### src/rtl/button_debouncer.sv
// button_debouncer: conditions one raw, bouncing push-button pin into a clean
// registered level, single-cycle press/release strobes and a press toggle.
// The pin is synchronized with two flops, then a four-state FSM requires a
// window of DEBOUNCE_CYCLES consecutive agreeing samples before accepting a
// new level. Every output comes straight from a flop.
module button_debouncer #(
    parameter int DEBOUNCE_CYCLES = 1000000,
    parameter int CNT_WIDTH       = 20
) (
    input  logic clk,
    input  logic rst_n,
    input  logic button,
    output logic btn_level,
    output logic btn_press,
    output logic btn_release,
    output logic toggle
);

    typedef enum logic [1:0] {
        RELEASED      = 2'd0,
        CHECK_PRESS   = 2'd1,
        PRESSED       = 2'd2,
        CHECK_RELEASE = 2'd3
    } state_t;

    // Last count value of a stability window; reaching it with an agreeing
    // sample accepts the new level.
    localparam logic [CNT_WIDTH-1:0] CNT_LAST = CNT_WIDTH'(DEBOUNCE_CYCLES - 1);
    localparam logic [CNT_WIDTH-1:0] CNT_ONE  = CNT_WIDTH'(1);

    logic                 s1_r;
    logic                 s_r;
    state_t               state_r;
    state_t               state_nxt_s;
    logic [CNT_WIDTH-1:0] cnt_r;
    logic [CNT_WIDTH-1:0] cnt_nxt_s;
    logic                 at_last_s;
    logic                 level_nxt_s;
    logic                 press_nxt_s;
    logic                 release_nxt_s;
    logic                 toggle_nxt_s;

    assign at_last_s = (cnt_r == CNT_LAST);

    // Two-flop synchronizer for the asynchronous pin; only s_r is used past here.
    always_ff @(posedge clk or negedge rst_n) begin
        if (!rst_n) begin
            s1_r <= 1'b0;
            s_r  <= 1'b0;
        end else begin
            s1_r <= button;
            s_r  <= s1_r;
        end
    end

    // State, stability counter and registered outputs.
    always_ff @(posedge clk or negedge rst_n) begin
        if (!rst_n) begin
            state_r     <= RELEASED;
            cnt_r       <= {CNT_WIDTH{1'b0}};
            btn_level   <= 1'b0;
            btn_press   <= 1'b0;
            btn_release <= 1'b0;
            toggle      <= 1'b0;
        end else begin
            state_r     <= state_nxt_s;
            cnt_r       <= cnt_nxt_s;
            btn_level   <= level_nxt_s;
            btn_press   <= press_nxt_s;
            btn_release <= release_nxt_s;
            toggle      <= toggle_nxt_s;
        end
    end

    // Next-state and counter logic; a disagreeing sample aborts a window and
    // the counter is cleared on every entry to a CHECK state, so it never wraps.
    always_comb begin
        state_nxt_s = state_r;
        cnt_nxt_s   = cnt_r;
        case (state_r)
            RELEASED: begin
                if (s_r) begin
                    state_nxt_s = CHECK_PRESS;
                    cnt_nxt_s   = {CNT_WIDTH{1'b0}};
                end else begin
                    state_nxt_s = RELEASED;
                end
            end
            CHECK_PRESS: begin
                if (!s_r) begin
                    state_nxt_s = RELEASED;
                end else if (at_last_s) begin
                    state_nxt_s = PRESSED;
                end else begin
                    cnt_nxt_s = cnt_r + CNT_ONE;
                end
            end
            PRESSED: begin
                if (!s_r) begin
                    state_nxt_s = CHECK_RELEASE;
                    cnt_nxt_s   = {CNT_WIDTH{1'b0}};
                end else begin
                    state_nxt_s = PRESSED;
                end
            end
            CHECK_RELEASE: begin
                if (s_r) begin
                    state_nxt_s = PRESSED;
                end else if (at_last_s) begin
                    state_nxt_s = RELEASED;
                end else begin
                    cnt_nxt_s = cnt_r + CNT_ONE;
                end
            end
            default: begin
                state_nxt_s = RELEASED;
                cnt_nxt_s   = {CNT_WIDTH{1'b0}};
            end
        endcase
    end

    // Output values to be registered: strobes fire only on the accepting edge.
    always_comb begin
        press_nxt_s   = 1'b0;
        release_nxt_s = 1'b0;
        level_nxt_s   = 1'b0;
        if ((state_r == CHECK_PRESS) && s_r && at_last_s) begin
            press_nxt_s = 1'b1;
        end else begin
            press_nxt_s = 1'b0;
        end
        if ((state_r == CHECK_RELEASE) && !s_r && at_last_s) begin
            release_nxt_s = 1'b1;
        end else begin
            release_nxt_s = 1'b0;
        end
        if ((state_nxt_s == PRESSED) || (state_nxt_s == CHECK_RELEASE)) begin
            level_nxt_s = 1'b1;
        end else begin
            level_nxt_s = 1'b0;
        end
        toggle_nxt_s = toggle ^ press_nxt_s;
    end

endmodule

### config.mk
export PLATFORM = sky130hd
export DESIGN_NAME = button_debouncer
export DESIGN_NICKNAME = d
export VERILOG_FILES = /design/src/rtl/button_debouncer.sv
export SDC_FILE = /design/constraint.sdc
export NUM_CORES = 1
export LEC_CHECK = 0
export CAP_MARGIN = 20
export CORE_MARGIN = 3
export CORE_UTILIZATION = 56
export DETAILED_ROUTE_END_ITERATION = 8
export MAX_ROUTING_LAYER = met4
export PLACE_DENSITY = 0.75
export RECOVER_POWER = 100
export SETUP_SLACK_MARGIN = 0.02
export SLEW_MARGIN = 20
export SYNTH_ARGS = -nofsm -noshare
export SYNTH_HDL_FRONTEND = slang
export SYNTH_SLANG_ARGS = --single-unit
### constraint.sdc
create_clock -name clk -period 2.6 [get_ports clk]
set_input_delay 0.39 -clock clk [delete_from_list [all_inputs] [get_ports clk]]
set_output_delay 0.39 -clock clk [all_outputs]
set_load 0.02 [all_outputs]
==> flow_metrics.env, run 1 <==
export IMPL_antenna_found_initial=0
export IMPL_timing_critical_path_mode_cell="and3_1"
export IMPL_dieArea_sq_mm=0.00317
export IMPL_slowest_stage="or4_1"
export IMPL_synthFlopType="dfrtp_1"
export IMPL_cpPeakStageDelay_ns=0.56
export IMPL_place_area_sq_mm=0.00151
export IMPL_cp_cell_sequence="ha_1 -> and3_1 -> and3_1 -> and4_1 -> or4_1 -> a21oi_2"
export IMPL_cts_root_buf="clkbuf_4"
export IMPL_power_density_mw_per_mm2=439
export IMPL_finalCritPeriodShare_pct=84.1
export IMPL_required_ns=2.86
export IMPL_wl_met3_um=167
export IMPL_clkTransAtPathRegs_ns=0.14
export IMPL_start_util_pct=61.8
export IMPL_irDropWorstVdd_mv=0.325
export IMPL_synth_seq_area_share_pct=47.6
export IMPL_grt_max_degree=28
export IMPL_syn_avg_cell_area_sq_um=10.1
export IMPL_drt_met1_wl_um=1300
export IMPL_worstPathArrival_ns=2.45
export IMPL_vias=1084
export IMPL_fin_setup_tns_ns=0
export IMPL_rr_endpoint="cnt_r[9]"
export IMPL_async_reset_ff_share_pct=100
export IMPL_crit_type="register to register"
export IMPL_io_pins=7
export IMPL_skew_ns=0.00230
export IMPL_clk_path_buf_depth=2
export IMPL_max_freq_mhz=457
export IMPL_period_needed_ns=2.19
export IMPL_p_leak_nw=0.691
export IMPL_drc=0
export IMPL_io_buffers=6
export IMPL_r2r_start="cnt_r[0]"
export IMPL_ys_seq_elements=27
export IMPL_place_inst=173
export IMPL_setup_viol_count_final=0
export IMPL_hp_class="register to register"
export IMPL_status="completed"
export IMPL_ctsResizeCount=0
export IMPL_final_nets=154
export IMPL_grt_pass1_wl_um=4820
export IMPL_core_area_sq_mm=0.00230
export IMPL_n_antenna_cell=0
export IMPL_dr_wl_met2_um=1280
export IMPL_holdWs_ns=0.378
export IMPL_crit_cells=6
export IMPL_crit_path_start="cnt_r[0]"
export IMPL_start_kind="register"
export IMPL_holdBufCountCts=0
export IMPL_synth_area_sq_mm=0.00142
export IMPL_drive_above_1_share_pct=8.72
export IMPL_drv_slew=0
export IMPL_viasPerCell=6.12
export IMPL_synth_edf_count=0
export IMPL_drt_first_pass_iters=4
export IMPL_r2r_slack_ns=0.41
export IMPL_hold_viol=0
export IMPL_drtIter0Drc=45
export IMPL_ant_nets=0
export IMPL_setup_ws_ns=0.413
export IMPL_cts_made_buffers=3
export IMPL_insertion_delay_ns=0.32
export IMPL_crit_path_max_fanout=11
export IMPL_top_layer="met4"
export IMPL_die_h_um=56.3
export IMPL_grtUsageTotal_pct=19.5
export IMPL_cts_sinks=27
export IMPL_worstSetupEndpoint="cnt_r[9]"
export IMPL_wl_per_cell_um=15.6
export IMPL_synth_distinct_cells=42
export IMPL_n_fill_cell=164
export IMPL_rsz0062_at_grt="false"
export IMPL_ctsHtreeMaxLevel=1
export IMPL_holdPathStages=0
export IMPL_ys_warn_count=0
export IMPL_dp_worst_setup_slack_ns=0.633
export IMPL_routed_wl_um=2770
export IMPL_synth_nets=144
export IMPL_syn_inst=140
export IMPL_cpLargestDelayFamily="simple AND/OR/NAND/NOR gates"
export IMPL_grt_overflow=0
export IMPL_post_cts_buffers=0
export IMPL_place_congestion=0.893
export IMPL_die_w_um=56.3
export IMPL_instances_no_fill=177
export IMPL_maxCapViolations=0
export IMPL_worstRegToRegCells=6
export IMPL_final_cell_area_sq_mm=0.00152
export IMPL_worst_pin_slew_ns=1.39
export IMPL_end_kind="register"
export IMPL_detailed_place_hpwl_um=1940
export IMPL_first_global_vias=1053
export IMPL_area_growth_pct=6.79
export IMPL_relSlewSlack_pct=7.08
export IMPL_path_buf_inv=0
export IMPL_fp_row_count=17
export IMPL_cts_tree="built"
-- state kept, by name (all words and copies together) (netlist names) --
| name | count |
|---|---|
| btn_release | 1 |
| state_r | 1 |
| toggle | 1 |
| s_r | 1 |
| btn_level | 1 |
| btn_press | 1 |
| cnt_r | 20 |
| s1_r | 1 |
-- worst min-delay path by stage --
| stage | startpoint | endpoint | slack, ns |
|---|---|---|---|
| 3_5_place_dp | s1_r | s_r | 0.34 |
| 6_report | s1_r | s_r | 0.38 |
| 3_3_place_gp | s1_r | s_r | 0.33 |
| 2_1_floorplan | rst_n | btn_level | 0.09 |
| 4_1_cts | s1_r | s_r | 0.37 |
| 5_1_grt | s1_r | s_r | 0.38 |
-- metrics by stage --
| stage | total power [mW] | util, % |
|---|---|---|
| after CTS | 0.674 | 67.0 |
| after global routing | 0.694 | 66.0 |
| after global placement | 0.493 | 65.8 |
| after detailed placement | 0.496 | 65.8 |
| final | 0.665 | 66.0 |
| after floorplan | 0.474 | - |
-- Yosys cell counts (all sizes together) (2+ instances only) --
| cell type | number | share of area, % |
|---|---|---|
| dfrtp | 27 | 48 |
| nor2 | 20 | 5.3 |
| nand2 | 13 | 3.4 |
| nand3 | 12 | 4.2 |
| xor2 | 10 | 6.7 |
| and3 | 5 | 2.9 |
| nand4 | 4 | 1.8 |
| nor3 | 4 | 2.2 |
| o31ai | 4 | 2.1 |
| a21oi | 3 | 1.3 |
| and4 | 3 | 2.1 |
| buf | 3 | 1.5 |
| mux2 | 3 | 2.4 |
| nand4b | 3 | 1.9 |
| nor4 | 3 | 2.4 |
| a21o | 2 | 1.1 |
| nor4b | 2 | 1.2 |
| o21ai | 2 | 0.71 |
| xnor2 | 2 | 1.2 |
-- routing by layer --
metal,vias up,track usage [%]
li1,523,-
met1,524,28.1
met2,35,29.2
met3,2,2.30
met4,0,5.76
met5,-,-
-- layout make-up --
class	instances	area (sq um)	share of cell area [%]
Multi-Input combinational cell	108	698	46.1
Sequential cell	27	676	44.6
Timing Repair Buffer	9	75.1	4.95
Tap cell	28	35.0	2.31
Clock buffer	3	22.5	1.49
Clock inverter	1	5.00	0.330
Inverter	1	3.75	0.248
-- cell usage in the layout, fill, tap and decap left out, types with 2 or more instances in the layout --
cell type,count
a21o_1,2
a21oi_1,2
and3_1,5
and4_1,2
clkbuf_1,2
clkbuf_4,3
dfrtp_1,27
dlygate4sd3_1,6
mux2_2,3
nand2_1,13
nand3_1,12
nand4_1,4
nand4b_1,3
nor2_1,20
nor3_1,3
nor4_1,2
nor4b_1,2
o21ai_0,2
o31ai_1,4
xnor2_1,2
xor2_1,9
-- logic make-up after synthesis --
kind of cell               Yosys count  synth area share [%]
buffers and inverters                5                  2.03
muxes                                3                  2.38
and+or+nand+nor                     77                  31.7
AOI/OAI and AO/OA                   15                  7.50
xor gates and xnor gates            12                  7.94
adders and majority gates            1                 0.882
DFF                                 27                  47.6
-- worst reg2reg max path: cells and delay by family, from the launching register on --
| family | cells | cell delay [ns] |
|---|---|---|
| AO/OA/AOI/OAI | 1 | 0.15 |
| adder cells (fa/ha/maj) | 1 | 0.26 |
| AND/OR/NAND/NOR | 4 | 1.27 |
| flip-flops | 1 | 0.45 |
-- power breakdown --
| part | total (mW) | switching (mW) | leakage, nW | internal [mW] |
|---|---|---|---|---|
| Sequential | 0.444 | 0.0142 | 0.368 | 0.430 |
| Combinational | 0.0417 | 0.0259 | 0.306 | 0.0158 |
| Clock | 0.179 | 0.122 | 0.0177 | 0.0576 |
Note: power is estimated with default switching activity, not from simulation.
==> run 2, diff against run 1 <==
- clock period: 2.6 -> 2.1 ns (I/O delays scaled with it)
==> run 2 against run 1 <==
Flip-flop and latch count did not move. Via count rose by 4.2%. Clock power rose by 26%. Clock skew rose by 0.0039 ns. Critical path depth did not move. Worst hold slack got worse by 0.0066 ns. Cell count rose by 1.1%. Total power rose by 25%. Setup slack got worse by 0.29 ns. Sequential power rose by 23%. Core utilization rose by 0.33 points. Wire length rose by 7.0%.
==> flow_metrics.env, run 2 (synthesis gave the netlist of run 1 again) <==
export IMPL_status="completed"
export IMPL_routed_wl_um=2960
export IMPL_detailed_place_hpwl_um=2120
export IMPL_p_leak_nw=0.679
export IMPL_hp_class="register to register"
export IMPL_crit_path_max_fanout=11
export IMPL_maxCapViolations=0
export IMPL_dp_worst_setup_slack_ns=0.152
export IMPL_n_antenna_cell=0
export IMPL_io_pins=7
export IMPL_die_h_um=56.3
export IMPL_wl_per_cell_um=16.5
export IMPL_setup_viol_count_final=0
export IMPL_antenna_found_initial=0
export IMPL_rsz0062_at_grt="false"
export IMPL_top_usage_layer="met2"
export IMPL_hold_viol=0
export IMPL_drtIter0Drc=59
export IMPL_start_kind="register"
export IMPL_grtUsageMet2_pct=30.9
export IMPL_max_freq_mhz=505
export IMPL_drt_first_pass_iters=4
export IMPL_final_cell_area_sq_mm=0.00152
export IMPL_drv_slew=0
export IMPL_final_cell_mix="dfrtp_1 (27), nor2_1 (20), nand2_1 (13)"
export IMPL_io_buffers=6
export IMPL_clkTransAtPathRegs_ns=0.13
export IMPL_regMostFlops="cnt_r"
export IMPL_first_global_vias=1106
export IMPL_setup_ws_ns=0.120
export IMPL_grt_overflow=0
export IMPL_period_needed_ns=1.98
export IMPL_path_buf_inv=0
export IMPL_core_area_sq_mm=0.00230
export IMPL_post_cts_buffers=0
export IMPL_drc=0
export IMPL_n_fill_cell=194
export IMPL_ant_nets=0
export IMPL_cts_sinks=27
export IMPL_finalCritPeriodShare_pct=94.3
export IMPL_power_density_mw_per_mm2=544
export IMPL_required_ns=2.36
export IMPL_cts_tree="built"
export IMPL_cpPeakStageDelay_ns=0.51
export IMPL_grt_pass1_wl_um=5220
export IMPL_fp_row_count=17
export IMPL_skew_ns=0.00624
export IMPL_final_nets=156
export IMPL_cts_made_buffers=3
export IMPL_start_util_pct=61.8
export IMPL_cts_root_buf="clkbuf_4"
export IMPL_worstPathArrival_ns=2.24
export IMPL_cpLargestDelayFamily="simple AND/OR/NAND/NOR gates"
export IMPL_slowest_stage="or4_4"
export IMPL_layout_commonest_cell="dfrtp_1"
export IMPL_drive_above_1_share_pct=10.6
export IMPL_vias=1130
export IMPL_area_growth_pct=7.32
export IMPL_ctsHtreeMaxLevel=1
export IMPL_ctsResizeCount=0
export IMPL_insertion_delay_ns=0.33
export IMPL_grt_max_degree=28
export IMPL_multiInputGateArea_sq_um=694
export IMPL_irDropWorstVdd_mv=0.655
export IMPL_crit_type="register to register"
export IMPL_clk_path_buf_depth=2
export IMPL_dieArea_sq_mm=0.00317
export IMPL_ff_latch_area_sq_um=676
export IMPL_holdBufCountCts=0
export IMPL_place_area_sq_mm=0.00153
export IMPL_largest_reg_flops=20
export IMPL_use_met1_pct=30.3
export IMPL_fin_setup_tns_ns=0
export IMPL_cp_cell_sequence="ha_1 -> and3_4 -> and3_4 -> and4_4 -> or4_4 -> a21oi_1"
export IMPL_die_w_um=56.3
export IMPL_place_congestion=0.893
export IMPL_use_met3_pct=3.45
export IMPL_r2r_slack_ns=0.12
export IMPL_holdWs_ns=0.372
export IMPL_end_kind="register"
export IMPL_worst_pin_slew_ns=1.38
export IMPL_viasPerCell=6.31
export IMPL_grtUsageTotal_pct=21.5
export IMPL_relSlewSlack_pct=7.87
export IMPL_timing_critical_path_mode_cell="and3_4"
[run 2: metrics by stage]
step                power (mW)  util, %  std cells
floorplan                0.587        -        140
global placement         0.614     66.4        175
detailed placement       0.617     66.4        175
CTS                      0.841     67.6        179
global route             0.867     66.3        179
finish                   0.828     66.3        179
[run 2: where the power goes]
part | internal (mW) | total (mW) | leakage, nW | switching, mW
Combinational | 0.0210 | 0.0570 | 0.296 | 0.0359
Sequential | 0.532 | 0.546 | 0.368 | 0.0136
Clock | 0.0746 | 0.226 | 0.0150 | 0.151
[run 2: area by class of cell]
cell class	count	area share [%]
multi-input combinational	108	45.6
tap	28	2.30
timing repair buffer	11	5.75
inverter	1	0.247
sequential	27	44.4
clock buffer	4	1.73
[run 2: worst register-to-register path, cell delays in order (launching register included)]
cell	delay (ns)
dfrtp_1	0.44
ha_1	0.25
and3_4	0.17
and3_4	0.18
and4_4	0.21
or4_4	0.51
a21oi_1	0.15
[run 2: final timing paths]
path	start	end	cells past startpoint
setup / recovery	cnt_r[0]	cnt_r[9]	6
setup reg to reg	cnt_r[0]	cnt_r[9]	6
hold reg to reg	s1_r	s_r	0
min in group asynchronous	rst_n	cnt_r[13]	2
hold / removal	s1_r	s_r	0
max in group asynchronous	rst_n	cnt_r[2]	2
[run 2: routing by layer]
layer | vias up | routed length (um)
met3 | 10 | 187
met4 | 0 | 76
met5 | - | 0
li1 | 530 | -
met2 | 52 | 1330
met1 | 538 | 1360
==> run 3, diff against run 2 <==
==> constraint.sdc (replaced) <==
create_clock -name clk -period 2.5 [get_ports clk]
set_input_delay 0.5 -clock clk [delete_from_list [all_inputs] [get_ports clk]]
set_output_delay 0.5 -clock clk [all_outputs]
set_load 0.02 [all_outputs]
==> run 3 against run 2 <==
Maximum frequency is 8.2% lower. Setup slack better by 0.22 ns. Wire length shrank 5.5%. Critical path type unchanged. First-iteration DRC count up 3.4%. Design area fell by 1.2%. Flip-flop and latch count unchanged. Global-route usage shrank 0.98 points. Largest cell class unchanged. Clock skew shrank 0.0038 ns. Register-to-register slack improved by 0.22 ns.
==> flow_metrics.env, run 3 (synthesis gave the netlist of run 1 again) <==
export IMPL_cpLargestDelayFamily="simple AND/OR/NAND/NOR gates"
export IMPL_cts_root_buf="clkbuf_4"
export IMPL_ctsHtreeMaxLevel=1
export IMPL_largest_reg_flops=20
export IMPL_first_global_vias=1023
export IMPL_final_core_util_pct=65.5
export IMPL_dp_worst_setup_slack_ns=0.557
export IMPL_worstPathArrival_ns=2.42
export IMPL_holdBufCountCts=0
export IMPL_crit_type="register to register"
export IMPL_multiInputGateArea_sq_um=691
export IMPL_viasPerCell=6.24
export IMPL_r2r_slack_ns=0.34
export IMPL_start_util_pct=61.8
export IMPL_holdPathStages=0
export IMPL_cp_cell_sequence="ha_1 -> and3_1 -> and3_1 -> and4_1 -> or4_1 -> a21oi_2"
export IMPL_drv_slew=0
export IMPL_cpPeakStageDelay_ns=0.56
export IMPL_cts_made_buffers=3
export IMPL_drc=0
export IMPL_period_needed_ns=2.16
export IMPL_layout_commonest_cell="dfrtp_1"
export IMPL_holdPathEnd="s_r"
export IMPL_die_w_um=56.3
export IMPL_core_area_sq_mm=0.00230
export IMPL_hold_viol=0
export IMPL_dieArea_sq_mm=0.00317
export IMPL_n_fill_cell=192
export IMPL_grtUsageTotal_pct=20.5
export IMPL_setup_ws_ns=0.342
export IMPL_ff_latch_area_sq_um=676
export IMPL_clk_path_buf_depth=2
export IMPL_crit_path_max_fanout=11
export IMPL_regMostFlops="cnt_r"
export IMPL_ant_nets=0
export IMPL_cts_tree="built"
export IMPL_hp_class="register to register"
export IMPL_final_cell_area_sq_mm=0.00150
export IMPL_status="completed"
export IMPL_place_inst=173
export IMPL_irDropWorstVdd_mv=0.371
export IMPL_wl_per_cell_um=15.8
export IMPL_antenna_found_initial=0
export IMPL_start_kind="register"
export IMPL_detailed_place_hpwl_um=2020
export IMPL_final_cell_mix="dfrtp_1 (27), nor2_1 (20), nand2_1 (13)"
export IMPL_finalCritPeriodShare_pct=86.3
export IMPL_io_pins=7
export IMPL_required_ns=2.76
export IMPL_cts_sinks=27
export IMPL_end_kind="register"
export IMPL_timing_critical_path_mode_cell="and3_1"
export IMPL_clkTransAtPathRegs_ns=0.14
export IMPL_insertion_delay_ns=0.32
export IMPL_p_leak_nw=0.687
export IMPL_area_growth_pct=6.00
export IMPL_routed_wl_um=2800
export IMPL_grt_pass1_wl_um=4920
export IMPL_drt_first_pass_iters=5
export IMPL_place_congestion=0.901
export IMPL_maxCapViolations=0
export IMPL_ctsResizeCount=0
export IMPL_fin_setup_tns_ns=0
export IMPL_fp_row_count=17
export IMPL_post_cts_buffers=0
export IMPL_max_freq_mhz=463
export IMPL_worstRegToRegCells=6
export IMPL_place_area_sq_mm=0.00151
export IMPL_power_density_mw_per_mm2=455
export IMPL_die_h_um=56.3
export IMPL_holdWs_ns=0.368
export IMPL_vias=1104
export IMPL_final_nets=154
export IMPL_rr_endpoint="cnt_r[9]"
export IMPL_instances_no_fill=177
export IMPL_drtIter0Drc=61
export IMPL_path_buf_inv=0
export IMPL_drive_above_1_share_pct=7.38
export IMPL_r2r_start="cnt_r[0]"
export IMPL_worst_pin_slew_ns=1.43
export IMPL_rsz0062_at_grt="false"
export IMPL_slowest_stage="or4_1"
export IMPL_io_buffers=6
export IMPL_setup_viol_count_final=0
export IMPL_power_mw=0.685
export IMPL_hp_start="s1_r"
export IMPL_grt_overflow=0
export IMPL_grt_max_degree=28
export IMPL_skew_ns=0.00242
export IMPL_n_antenna_cell=0
export IMPL_relSlewSlack_pct=4.62
[run 3: area by class of cell]
cell class / instances / area share, %
clock buffer: 3 / 1.50
clock inverter: 1 / 0.333
inverter: 1 / 0.250
multi-input combinational: 108 / 45.9
sequential: 27 / 44.9
tap: 28 / 2.33
timing repair buffer: 9 / 4.74
[run 3: metal layers]
metal	global-route usage, %	vias to the layer above	part of all wire [%]
li1	-	526	-
met1	30.2	532	46
met2	27.5	42	45
met3	3.45	4	7.0
met4	9.15	0	1.7
met5	-	-	0
[run 3: where the power goes]
group	switching [mW]	internal, mW
Clock	0.121	0.0599
Sequential	0.0133	0.447
Combinational	0.0282	0.0152
[run 3: how the worst max path moves through the flow]
stage	startpoint	endpoint	slack, ns	cells past startpoint
6_report	cnt_r[0]	cnt_r[9]	0.34	6
3_3_place_gp	cnt_r[0]	cnt_r[9]	0.61	6
5_1_grt	cnt_r[0]	cnt_r[9]	0.25	6
3_5_place_dp	cnt_r[0]	cnt_r[9]	0.56	6
4_1_cts	btn_level	btn_level	0.52	1
2_1_floorplan	cnt_r[0]	cnt_r[0]	0.68	7
